==> src/rtl/acp_burst_if.sv <==
// Command, write-stream and AXI4 write-channel bundle for the ACP burst writer.
// The master modport is the writer side; slave is the command/stream source plus the ACP slave.
`timescale 1ns/1ps
interface acp_burst_if #(
  parameter int DATA_WIDTH = 64,
  parameter int ADDR_WIDTH = 32,
  parameter int LEN_WIDTH  = 16
) ();
  logic [ADDR_WIDTH-1:0]   cmd_addr;
  logic [LEN_WIDTH-1:0]    cmd_beats;
  logic                    cmd_valid;
  logic                    cmd_ready;
  logic [DATA_WIDTH-1:0]   s_tdata;
  logic                    s_tvalid;
  logic                    s_tready;
  logic [ADDR_WIDTH-1:0]   M_AXI_AWADDR;
  logic [7:0]              M_AXI_AWLEN;
  logic [2:0]              M_AXI_AWSIZE;
  logic [1:0]              M_AXI_AWBURST;
  logic [2:0]              M_AXI_AWPROT;
  logic [3:0]              M_AXI_AWCACHE;
  logic [4:0]              M_AXI_AWUSER;
  logic                    M_AXI_AWVALID;
  logic                    M_AXI_AWREADY;
  logic [DATA_WIDTH-1:0]   M_AXI_WDATA;
  logic [DATA_WIDTH/8-1:0] M_AXI_WSTRB;
  logic                    M_AXI_WLAST;
  logic                    M_AXI_WVALID;
  logic                    M_AXI_WREADY;
  logic [1:0]              M_AXI_BRESP;
  logic                    M_AXI_BVALID;
  logic                    M_AXI_BREADY;

  modport master (
    input  cmd_addr, cmd_beats, cmd_valid, s_tdata, s_tvalid,
    output cmd_ready, s_tready,
    output M_AXI_AWADDR, M_AXI_AWLEN, M_AXI_AWSIZE, M_AXI_AWBURST, M_AXI_AWPROT,
    output M_AXI_AWCACHE, M_AXI_AWUSER, M_AXI_AWVALID,
    input  M_AXI_AWREADY,
    output M_AXI_WDATA, M_AXI_WSTRB, M_AXI_WLAST, M_AXI_WVALID,
    input  M_AXI_WREADY,
    input  M_AXI_BRESP, M_AXI_BVALID,
    output M_AXI_BREADY
  );

  modport slave (
    output cmd_addr, cmd_beats, cmd_valid, s_tdata, s_tvalid,
    input  cmd_ready, s_tready,
    input  M_AXI_AWADDR, M_AXI_AWLEN, M_AXI_AWSIZE, M_AXI_AWBURST, M_AXI_AWPROT,
    input  M_AXI_AWCACHE, M_AXI_AWUSER, M_AXI_AWVALID,
    output M_AXI_AWREADY,
    input  M_AXI_WDATA, M_AXI_WSTRB, M_AXI_WLAST, M_AXI_WVALID,
    output M_AXI_WREADY,
    output M_AXI_BRESP, M_AXI_BVALID,
    input  M_AXI_BREADY
  );
endinterface

==> src/rtl/acp_burst_writer.sv <==
// AXI4 INCR burst write master for the Zynq ACP: splits a command into bursts at
// MAX_BURST and 4 KB boundaries, one burst outstanding, with done/err/irq reporting.
`timescale 1ns/1ps
module acp_burst_writer #(
  parameter int         DATA_WIDTH = 64,
  parameter int         ADDR_WIDTH = 32,
  parameter int         LEN_WIDTH  = 16,
  parameter int         MAX_BURST  = 16,
  parameter logic [3:0] AXCACHE    = 4'b1111,
  parameter logic [4:0] AXUSER     = 5'b00001
) (
  input  logic         clk,
  input  logic         rst,
  acp_burst_if.master  bus,
  output logic         done,
  output logic         err,
  output logic         irq,
  input  logic         irq_clear
);
  localparam int BYTES = DATA_WIDTH / 8;
  localparam int SIZE  = $clog2(BYTES);

  typedef enum logic [2:0] {IDLE, ADDR, DATA, RESP, FIN} state_t;

  state_t                state_q, state_d;
  logic [ADDR_WIDTH-1:0] addr_q, addr_d;
  logic [LEN_WIDTH-1:0]  rem_q, rem_d;
  logic [7:0]            awlen_q, awlen_d;
  logic [7:0]            beat_q, beat_d;
  logic                  awvalid_q, awvalid_d;
  logic                  bready_q, bready_d;
  logic                  cmd_ready_q, cmd_ready_d;
  logic                  done_q, done_d;
  logic                  err_q, err_d;
  logic                  irq_q, irq_d;
  logic                  w_fire, w_last;

  // Beats in the next burst: limited by what is left, MAX_BURST and the 4 KB page end.
  function automatic logic [12:0] burst_len(input logic [11:0] a_lo,
                                            input logic [LEN_WIDTH-1:0] rem);
    logic [12:0] page;
    logic [12:0] n;
    page = (13'd4096 - {1'b0, a_lo}) >> SIZE;
    n = 13'(MAX_BURST);
    if (page < n) n = page;
    if (32'(rem) < 32'(n)) n = 13'(rem);
    return n;
  endfunction

  assign w_fire = (state_q == DATA) && bus.s_tvalid && bus.M_AXI_WREADY;
  assign w_last = (state_q == DATA) && (beat_q == awlen_q);

  always_comb begin
    state_d   = state_q;
    addr_d    = addr_q;
    rem_d     = rem_q;
    awlen_d   = awlen_q;
    beat_d    = beat_q;
    awvalid_d = awvalid_q;
    bready_d  = bready_q;
    done_d    = 1'b0;
    err_d     = err_q;
    irq_d     = irq_q && !irq_clear;
    case (state_q)
      IDLE: begin
        if (bus.cmd_valid) begin
          addr_d  = bus.cmd_addr & ~ADDR_WIDTH'(BYTES - 1);
          rem_d   = bus.cmd_beats;
          err_d   = 1'b0;
          awlen_d = 8'(burst_len(addr_d[11:0], bus.cmd_beats) - 13'd1);
          if (bus.cmd_beats == '0) begin
            state_d = FIN;
          end else begin
            state_d   = ADDR;
            awvalid_d = 1'b1;
          end
        end
      end
      ADDR: begin
        if (bus.M_AXI_AWREADY) begin
          awvalid_d = 1'b0;
          beat_d    = '0;
          state_d   = DATA;
        end
      end
      DATA: begin
        if (w_fire) begin
          beat_d = beat_q + 8'd1;
          if (w_last) begin
            state_d  = RESP;
            bready_d = 1'b1;
          end
        end
      end
      RESP: begin
        if (bus.M_AXI_BVALID) begin
          bready_d = 1'b0;
          if (bus.M_AXI_BRESP != 2'b00) err_d = 1'b1;
          addr_d  = addr_q + ((ADDR_WIDTH'(awlen_q) + ADDR_WIDTH'(1)) << SIZE);
          rem_d   = rem_q - (LEN_WIDTH'(awlen_q) + LEN_WIDTH'(1));
          awlen_d = 8'(burst_len(addr_d[11:0], rem_d) - 13'd1);
          if (rem_d != '0) begin
            state_d   = ADDR;
            awvalid_d = 1'b1;
          end else begin
            state_d = FIN;
            done_d  = 1'b1;
          end
        end
      end
      FIN: begin
        // A zero-beat command arrives here without done and spends one extra cycle.
        if (done_q) begin
          state_d = IDLE;
          irq_d   = 1'b1;
        end else begin
          done_d = 1'b1;
        end
      end
      default: state_d = IDLE;
    endcase
    cmd_ready_d = (state_d == IDLE);
  end

  always_ff @(posedge clk) begin
    if (rst) begin
      state_q     <= IDLE;
      addr_q      <= '0;
      rem_q       <= '0;
      awlen_q     <= '0;
      beat_q      <= '0;
      awvalid_q   <= 1'b0;
      bready_q    <= 1'b0;
      cmd_ready_q <= 1'b1;
      done_q      <= 1'b0;
      err_q       <= 1'b0;
      irq_q       <= 1'b0;
    end else begin
      state_q     <= state_d;
      addr_q      <= addr_d;
      rem_q       <= rem_d;
      awlen_q     <= awlen_d;
      beat_q      <= beat_d;
      awvalid_q   <= awvalid_d;
      bready_q    <= bready_d;
      cmd_ready_q <= cmd_ready_d;
      done_q      <= done_d;
      err_q       <= err_d;
      irq_q       <= irq_d;
    end
  end

  assign bus.cmd_ready     = cmd_ready_q;
  assign bus.M_AXI_AWADDR  = addr_q;
  assign bus.M_AXI_AWLEN   = awlen_q;
  assign bus.M_AXI_AWSIZE  = 3'(SIZE);
  assign bus.M_AXI_AWBURST = 2'b01;
  assign bus.M_AXI_AWPROT  = 3'b000;
  assign bus.M_AXI_AWCACHE = AXCACHE;
  assign bus.M_AXI_AWUSER  = AXUSER;
  assign bus.M_AXI_AWVALID = awvalid_q;
  assign bus.M_AXI_WDATA   = bus.s_tdata;
  assign bus.M_AXI_WSTRB   = '1;
  assign bus.M_AXI_WVALID  = (state_q == DATA) && bus.s_tvalid;
  assign bus.M_AXI_WLAST   = w_last;
  assign bus.s_tready      = (state_q == DATA) && bus.M_AXI_WREADY;
  assign bus.M_AXI_BREADY  = bready_q;
  assign done              = done_q;
  assign err               = err_q;
  assign irq               = irq_q;
endmodule

==> src/flat_wrapper.sv <==
// flat-port wrapper written by rule: the top's interface ports become plain ports
module acp_burst_writer_flat 
#(
  parameter int         DATA_WIDTH = 64,
  parameter int         ADDR_WIDTH = 32,
  parameter int         LEN_WIDTH  = 16,
  parameter int         MAX_BURST  = 16,
  parameter logic [3:0] AXCACHE    = 4'b1111,
  parameter logic [4:0] AXUSER     = 5'b00001
)
  (clk, rst, done, err, irq, irq_clear, bus_cmd_addr, bus_cmd_beats, bus_cmd_valid, bus_s_tdata, bus_s_tvalid, bus_cmd_ready, bus_s_tready, bus_M_AXI_AWADDR, bus_M_AXI_AWLEN, bus_M_AXI_AWSIZE, bus_M_AXI_AWBURST, bus_M_AXI_AWPROT, bus_M_AXI_AWCACHE, bus_M_AXI_AWUSER, bus_M_AXI_AWVALID, bus_M_AXI_AWREADY, bus_M_AXI_WDATA, bus_M_AXI_WSTRB, bus_M_AXI_WLAST, bus_M_AXI_WVALID, bus_M_AXI_WREADY, bus_M_AXI_BRESP, bus_M_AXI_BVALID, bus_M_AXI_BREADY);
  acp_burst_if #(.DATA_WIDTH(DATA_WIDTH), .ADDR_WIDTH(ADDR_WIDTH), .LEN_WIDTH(LEN_WIDTH)) bus_i ();
  input  logic clk;
  input  logic rst;
  output logic done;
  output logic err;
  output logic irq;
  input  logic irq_clear;
  input wire logic [$bits(bus_i.cmd_addr)-1:0] bus_cmd_addr;
  input wire logic [$bits(bus_i.cmd_beats)-1:0] bus_cmd_beats;
  input wire logic [$bits(bus_i.cmd_valid)-1:0] bus_cmd_valid;
  input wire logic [$bits(bus_i.s_tdata)-1:0] bus_s_tdata;
  input wire logic [$bits(bus_i.s_tvalid)-1:0] bus_s_tvalid;
  output wire logic [$bits(bus_i.cmd_ready)-1:0] bus_cmd_ready;
  output wire logic [$bits(bus_i.s_tready)-1:0] bus_s_tready;
  output wire logic [$bits(bus_i.M_AXI_AWADDR)-1:0] bus_M_AXI_AWADDR;
  output wire logic [$bits(bus_i.M_AXI_AWLEN)-1:0] bus_M_AXI_AWLEN;
  output wire logic [$bits(bus_i.M_AXI_AWSIZE)-1:0] bus_M_AXI_AWSIZE;
  output wire logic [$bits(bus_i.M_AXI_AWBURST)-1:0] bus_M_AXI_AWBURST;
  output wire logic [$bits(bus_i.M_AXI_AWPROT)-1:0] bus_M_AXI_AWPROT;
  output wire logic [$bits(bus_i.M_AXI_AWCACHE)-1:0] bus_M_AXI_AWCACHE;
  output wire logic [$bits(bus_i.M_AXI_AWUSER)-1:0] bus_M_AXI_AWUSER;
  output wire logic [$bits(bus_i.M_AXI_AWVALID)-1:0] bus_M_AXI_AWVALID;
  input wire logic [$bits(bus_i.M_AXI_AWREADY)-1:0] bus_M_AXI_AWREADY;
  output wire logic [$bits(bus_i.M_AXI_WDATA)-1:0] bus_M_AXI_WDATA;
  output wire logic [$bits(bus_i.M_AXI_WSTRB)-1:0] bus_M_AXI_WSTRB;
  output wire logic [$bits(bus_i.M_AXI_WLAST)-1:0] bus_M_AXI_WLAST;
  output wire logic [$bits(bus_i.M_AXI_WVALID)-1:0] bus_M_AXI_WVALID;
  input wire logic [$bits(bus_i.M_AXI_WREADY)-1:0] bus_M_AXI_WREADY;
  input wire logic [$bits(bus_i.M_AXI_BRESP)-1:0] bus_M_AXI_BRESP;
  input wire logic [$bits(bus_i.M_AXI_BVALID)-1:0] bus_M_AXI_BVALID;
  output wire logic [$bits(bus_i.M_AXI_BREADY)-1:0] bus_M_AXI_BREADY;
  assign bus_i.cmd_addr = bus_cmd_addr;
  assign bus_i.cmd_beats = bus_cmd_beats;
  assign bus_i.cmd_valid = bus_cmd_valid;
  assign bus_i.s_tdata = bus_s_tdata;
  assign bus_i.s_tvalid = bus_s_tvalid;
  assign bus_cmd_ready = bus_i.cmd_ready;
  assign bus_s_tready = bus_i.s_tready;
  assign bus_M_AXI_AWADDR = bus_i.M_AXI_AWADDR;
  assign bus_M_AXI_AWLEN = bus_i.M_AXI_AWLEN;
  assign bus_M_AXI_AWSIZE = bus_i.M_AXI_AWSIZE;
  assign bus_M_AXI_AWBURST = bus_i.M_AXI_AWBURST;
  assign bus_M_AXI_AWPROT = bus_i.M_AXI_AWPROT;
  assign bus_M_AXI_AWCACHE = bus_i.M_AXI_AWCACHE;
  assign bus_M_AXI_AWUSER = bus_i.M_AXI_AWUSER;
  assign bus_M_AXI_AWVALID = bus_i.M_AXI_AWVALID;
  assign bus_i.M_AXI_AWREADY = bus_M_AXI_AWREADY;
  assign bus_M_AXI_WDATA = bus_i.M_AXI_WDATA;
  assign bus_M_AXI_WSTRB = bus_i.M_AXI_WSTRB;
  assign bus_M_AXI_WLAST = bus_i.M_AXI_WLAST;
  assign bus_M_AXI_WVALID = bus_i.M_AXI_WVALID;
  assign bus_i.M_AXI_WREADY = bus_M_AXI_WREADY;
  assign bus_i.M_AXI_BRESP = bus_M_AXI_BRESP;
  assign bus_i.M_AXI_BVALID = bus_M_AXI_BVALID;
  assign bus_M_AXI_BREADY = bus_i.M_AXI_BREADY;
  acp_burst_writer #(.DATA_WIDTH(DATA_WIDTH), .ADDR_WIDTH(ADDR_WIDTH), .LEN_WIDTH(LEN_WIDTH), .MAX_BURST(MAX_BURST), .AXCACHE(AXCACHE), .AXUSER(AXUSER)) u_core (.clk(clk), .rst(rst), .bus(bus_i), .done(done), .err(err), .irq(irq), .irq_clear(irq_clear));
endmodule
==> config.mk <==
export PLATFORM = sky130hd
export DESIGN_NAME = acp_burst_writer_flat
export DESIGN_NICKNAME = d
export VERILOG_FILES = /design/src/rtl/acp_burst_if.sv /design/src/rtl/acp_burst_writer.sv /design/src/flat_wrapper.sv
export SDC_FILE = /design/constraint.sdc
export NUM_CORES = 1
export LEC_CHECK = 0
export CORE_MARGIN = 5
export CORE_UTILIZATION = 40
export CTS_CLUSTER_SIZE = 20
export DETAILED_ROUTE_END_ITERATION = 10
export GPL_TIMING_DRIVEN = 0
export PLACE_DENSITY = 0.89
export SLEW_MARGIN = 20
export SYNTH_ARGS = -nofsm -noshare
export SYNTH_HDL_FRONTEND = slang
export SYNTH_SLANG_ARGS = --single-unit
==> constraint.sdc <==
create_clock -name clk -period 5.7 [get_ports clk]
set_clock_uncertainty 0.15 [all_clocks]
set_input_delay 0.855 -clock clk [delete_from_list [all_inputs] [get_ports clk]]
set_output_delay 0.855 -clock clk [all_outputs]
set_load 0.05 [all_outputs]
==> impl_metrics.ini <==
[placed_design]
post-place-cells = 1276
pre_cts_ws_ns = -0.6410
placed_area_sq_mm = 0.008447
dp_hpwl_microns = 17390
buffer_ports.inserted = 164
routabilityCongestion = 0.9374

[global_routing]
globalRouteOverflowTotal = 0
wire_length_of_the_first_global_routing_pass_microns = 35020
antenna_violations_before_repair = 0
grt_use_total_pct = 23.24
grt_start_max_net_pins = 13
first_global_vias = 7096

[setup_path]
cp_slowest_stage_delay_ns = 0.42
signal_arrival_time_at_the_worst_endpoint_ns = 5.70
timing.rr.end = u_core.bus.M_AXI_AWLEN[6]$_SDFFE_PP0P_
worst-path-max-fanout = 6
critical_path_class = reg -> reg
setup.worst_path.start_class = flip-flop
setup.reg_to_reg.worst_slack_ns = 0.09
critPathSlowestCell = nor4_4
cp_data_required_time_ns = 5.79
worst_r2r_path_depth = 25
bufs_and_invs_on_worst_path = 3
regToRegStartpoint = u_core.bus.M_AXI_AWLEN[1]$_SDFFE_PP0P_
cp_top_family = simple AND/OR/NAND/NOR gates
cp-end-kind = flip-flop

[cells_and_area]
diodes = 0
postLayoutCellArea_sq_mm = 0.009210
share_of_layout_cells_above_drive_strength_1_pct = 17.98
syn_to_final_growth_pct = 43.97
ff_latch_area_sq_mm = 0.001415
fillCellCount = 1425
final_cell_count_no_fill = 1317
multi_input_area_sq_mm = 0.004387
finalNetCount = 1261

[synthesis]
synth-main-ff-cell = dfxtp_1
synth_enable_flop_cells = 0
synthTopCellsByArea = dfxtp_1 22%, buf_4 11%, ha_1 8.0%
synthesis.area_per_instance_sq_um = 7.439
synth_top_area_share_pct = 21.90
ys_seq_elements = 70
ys_types = 79
synth_seq_area_share_pct = 21.90
asyncSetResetFlopFracSynth_pct = 0
postSynthCellCount = 860
synth_top_cell_by_area = dfxtp_1
yosys_warnings = 0
syn-cell-area_sq_mm = 0.006397

[timing]
finalSetupViolations = 0
timing.final.crit_period_ns = 5.608
grt_setup_unrepaired = true
max_freq_ghz = 0.1783
timing.final.ws_setup_ns = 0.09206
slew_headroom_pct = 40.78
report.final.slew_viol_count = 0
finalHoldViolations = 0
min_hold_slack_ns = 0.3268
finalCritPeriodShare_pct = 98.38
tightestPinTransition_ns = 0.8851

[die]
floorplan.die_area_sq_mm = 0.01862
initial_core_util_pct = 40.57
chipHeight_microns = 136.5
rows = 46
design.portCount = 260
floorplan.die.width_microns = 136.5
fp.coreArea_sq_mm = 0.01577

[detailed_routing]
detail_route.first_pass.iterations = 8
drt-vias-per-instance = 5.615
drt_drc = 0
detail_route.wl_per_cell_microns = 17.51
detailedRoute.firstIterationViolations = 583
routed_antenna_nets = 0
wirelength_microns = 23070
vias = 7395

[hold_path]
timing.hold.worst.class = reg -> reg
hold_ep = u_core.bus.M_AXI_AWVALID$_SDFFE_PP0P_
hold_depth = 2
worst_hold_startpoint = u_core.bus.M_AXI_AWVALID$_SDFFE_PP0P_

[clocking]
ctsHtreeMaxLevel = 3
cts.clk_slew.worst_paths_ns = 0.06
clock_tree.root_cell = clkbuf_16
numCtsBuffers = 9
cts_num_sinks = 70
clock_insertion_delay_worst_skew_ns = 0.35
cts-root-to-sink-buffers = 2
cts-hold-fix-buffers = 0
tritoncts = built

[run]
cap_viol_max_count = 0

[power_and_ir_drop]
total_power_mw = 2.298
p_leak_nw = 3.682
vdd_drop_max_v = 0.0001597
cellPowerDensity_mw_per_mm2 = 249.5

[outcome]
run_status = finished clean
cells in the mapped netlist (all sizes together), types with 12 or more instances:
cell type / instances
o21ai: 43
nand4: 14
nor3: 19
a211oi: 27
nor2: 85
xor2: 17
clkbuf: 34
nor4: 12
ha: 41
nand2: 92
o31ai: 13
dfxtp: 70
a21oi: 53
xnor2: 21
nand3: 33
o22ai: 13
inv: 32
buf: 97
a311oi: 12
how the worst max path moves through the flow:
stage	cells after the start	to	start	slack, ns
2_1_floorplan	27	u_core.bus.M_AXI_AWLEN[6]$_SDFFE_PP0P_	u_core.bus.M_AXI_AWLEN[4]$_SDFFE_PP0P_	0.01
3_3_place_gp	27	u_core.bus.M_AXI_AWLEN[6]$_SDFFE_PP0P_	u_core.bus.M_AXI_AWLEN[4]$_SDFFE_PP0P_	-0.54
3_5_place_dp	25	u_core.bus.M_AXI_AWLEN[6]$_SDFFE_PP0P_	u_core.bus.M_AXI_AWLEN[2]$_SDFFE_PP0P_	-0.64
4_1_cts	28	u_core.bus.M_AXI_AWLEN[6]$_SDFFE_PP0P_	u_core.bus.M_AXI_AWLEN[0]$_SDFFE_PP0P_	0.002
5_1_grt	26	u_core.bus.M_AXI_AWLEN[6]$_SDFFE_PP0P_	u_core.bus.M_AXI_AWLEN[1]$_SDFFE_PP0P_	-0.13
6_report	25	u_core.bus.M_AXI_AWLEN[6]$_SDFFE_PP0P_	u_core.bus.M_AXI_AWLEN[1]$_SDFFE_PP0P_	0.09
metal layers:
metal | part of all wire [%] | global-route usage [%] | up-vias
li1 | - | - | 3470
met1 | 38 | 27.72 | 3423
met2 | 48 | 38.50 | 426
met3 | 10 | 6.218 | 76
met4 | 4.1 | 11.37 | 0
met5 | 0 | 0 | -
area by class of cell:
| cell class | count | area share (%) |
|---|---|---|
| buffer | 130 | 9.143 |
| multi-input combinational | 663 | 47.63 |
| sequential | 70 | 15.36 |
| clock buffer | 11 | 2.744 |
| timing repair buffer | 190 | 20.00 |
| clock inverter | 5 | 0.8830 |
| tap | 216 | 2.934 |
| inverter | 32 | 1.304 |
worst min-delay path, stage by stage (launching register included):
cell and delay, ns:
dfxtp_1 0.33, a31oi_1 0.04, nor2_1 0.07
what timing repair did:
item                       4_1_cts  5_1_grt
pin swaps                        6       23
setup buffers                    7       19
cloned                           0        1
resized for setup               15       40
setup endpoints to repair        7        7
layout by cell type (no fill, tap or decap), types with 5 or more instances in the layout:
cell type,n
a21oi_2,5
nand3_1,30
a31oi_1,5
clkbuf_1,33
o211ai_1,7
clkbuf_16,9
a21o_1,9
xor2_1,15
nand2_1,89
and2_1,5
clkdlybuf4s50_1,164
buf_4,115
conb_1,38
o21ai_0,41
inv_1,28
o22ai_1,12
or3_1,7
xnor2_1,19
nand2b_1,5
a22oi_1,9
nor2_1,81
a311oi_1,11
nor3_1,15
nand4_1,14
nor2b_1,6
ha_1,36
a21oi_1,48
nor4_1,10
dfxtp_1,65
a211oi_1,26
o31ai_1,11
and3_1,9
flip-flops by register name, indices dropped and copies added, names as in the netlist:
signal	count
u_core.beat_q	8
u_core.irq	1
u_core.bus.M_AXI_AWVALID	1
u_core.bus.cmd_ready	1
u_core.done	1
u_core.bus.M_AXI_AWLEN	8
u_core.rem_q	16
u_core.bus.M_AXI_AWADDR	29
u_core.state_q	3
u_core.err	1
u_core.bus.M_AXI_BREADY	1
cells by family (layout without fill, tap and decap cells):
group | after synthesis | count (layout) | synth area share (%)
flip-flops | 70 | 70 | 21.90
XOR/XNOR | 38 | 38 | 5.202
other | 2 | 38 | 0.1174
buffers and inverters | 163 | 368 | 15.00
AND/OR/NAND/NOR | 303 | 303 | 22.71
AO/OA/AOI/OAI | 237 | 237 | 25.78
multiplexers | 4 | 4 | 0.6454
adder cells (fa/ha/maj) | 43 | 43 | 8.645
metrics by stage:
step	util, %	setup TNS (ns)
3_3_place_gp	53.56	-2.239
5_1_grt	58.40	-0.2776
2_1_floorplan	-	0
3_5_place_dp	53.56	-2.855
4_1_cts	56.38	0
6_report	58.40	0
report_power, final:
| group | internal [mW] | leakage (nW) | switching (mW) | total (mW) |
|---|---|---|---|---|
| Clock | 0.407 | 0.162 | 0.233 | 0.640 |
| Combinational | 0.409 | 2.94 | 0.674 | 1.08 |
| Sequential | 0.530 | 0.578 | 0.0447 | 0.575 |
| Total | 1.35 | 3.68 | 0.952 | 2.30 |
(Power assumes the default switching activity.)
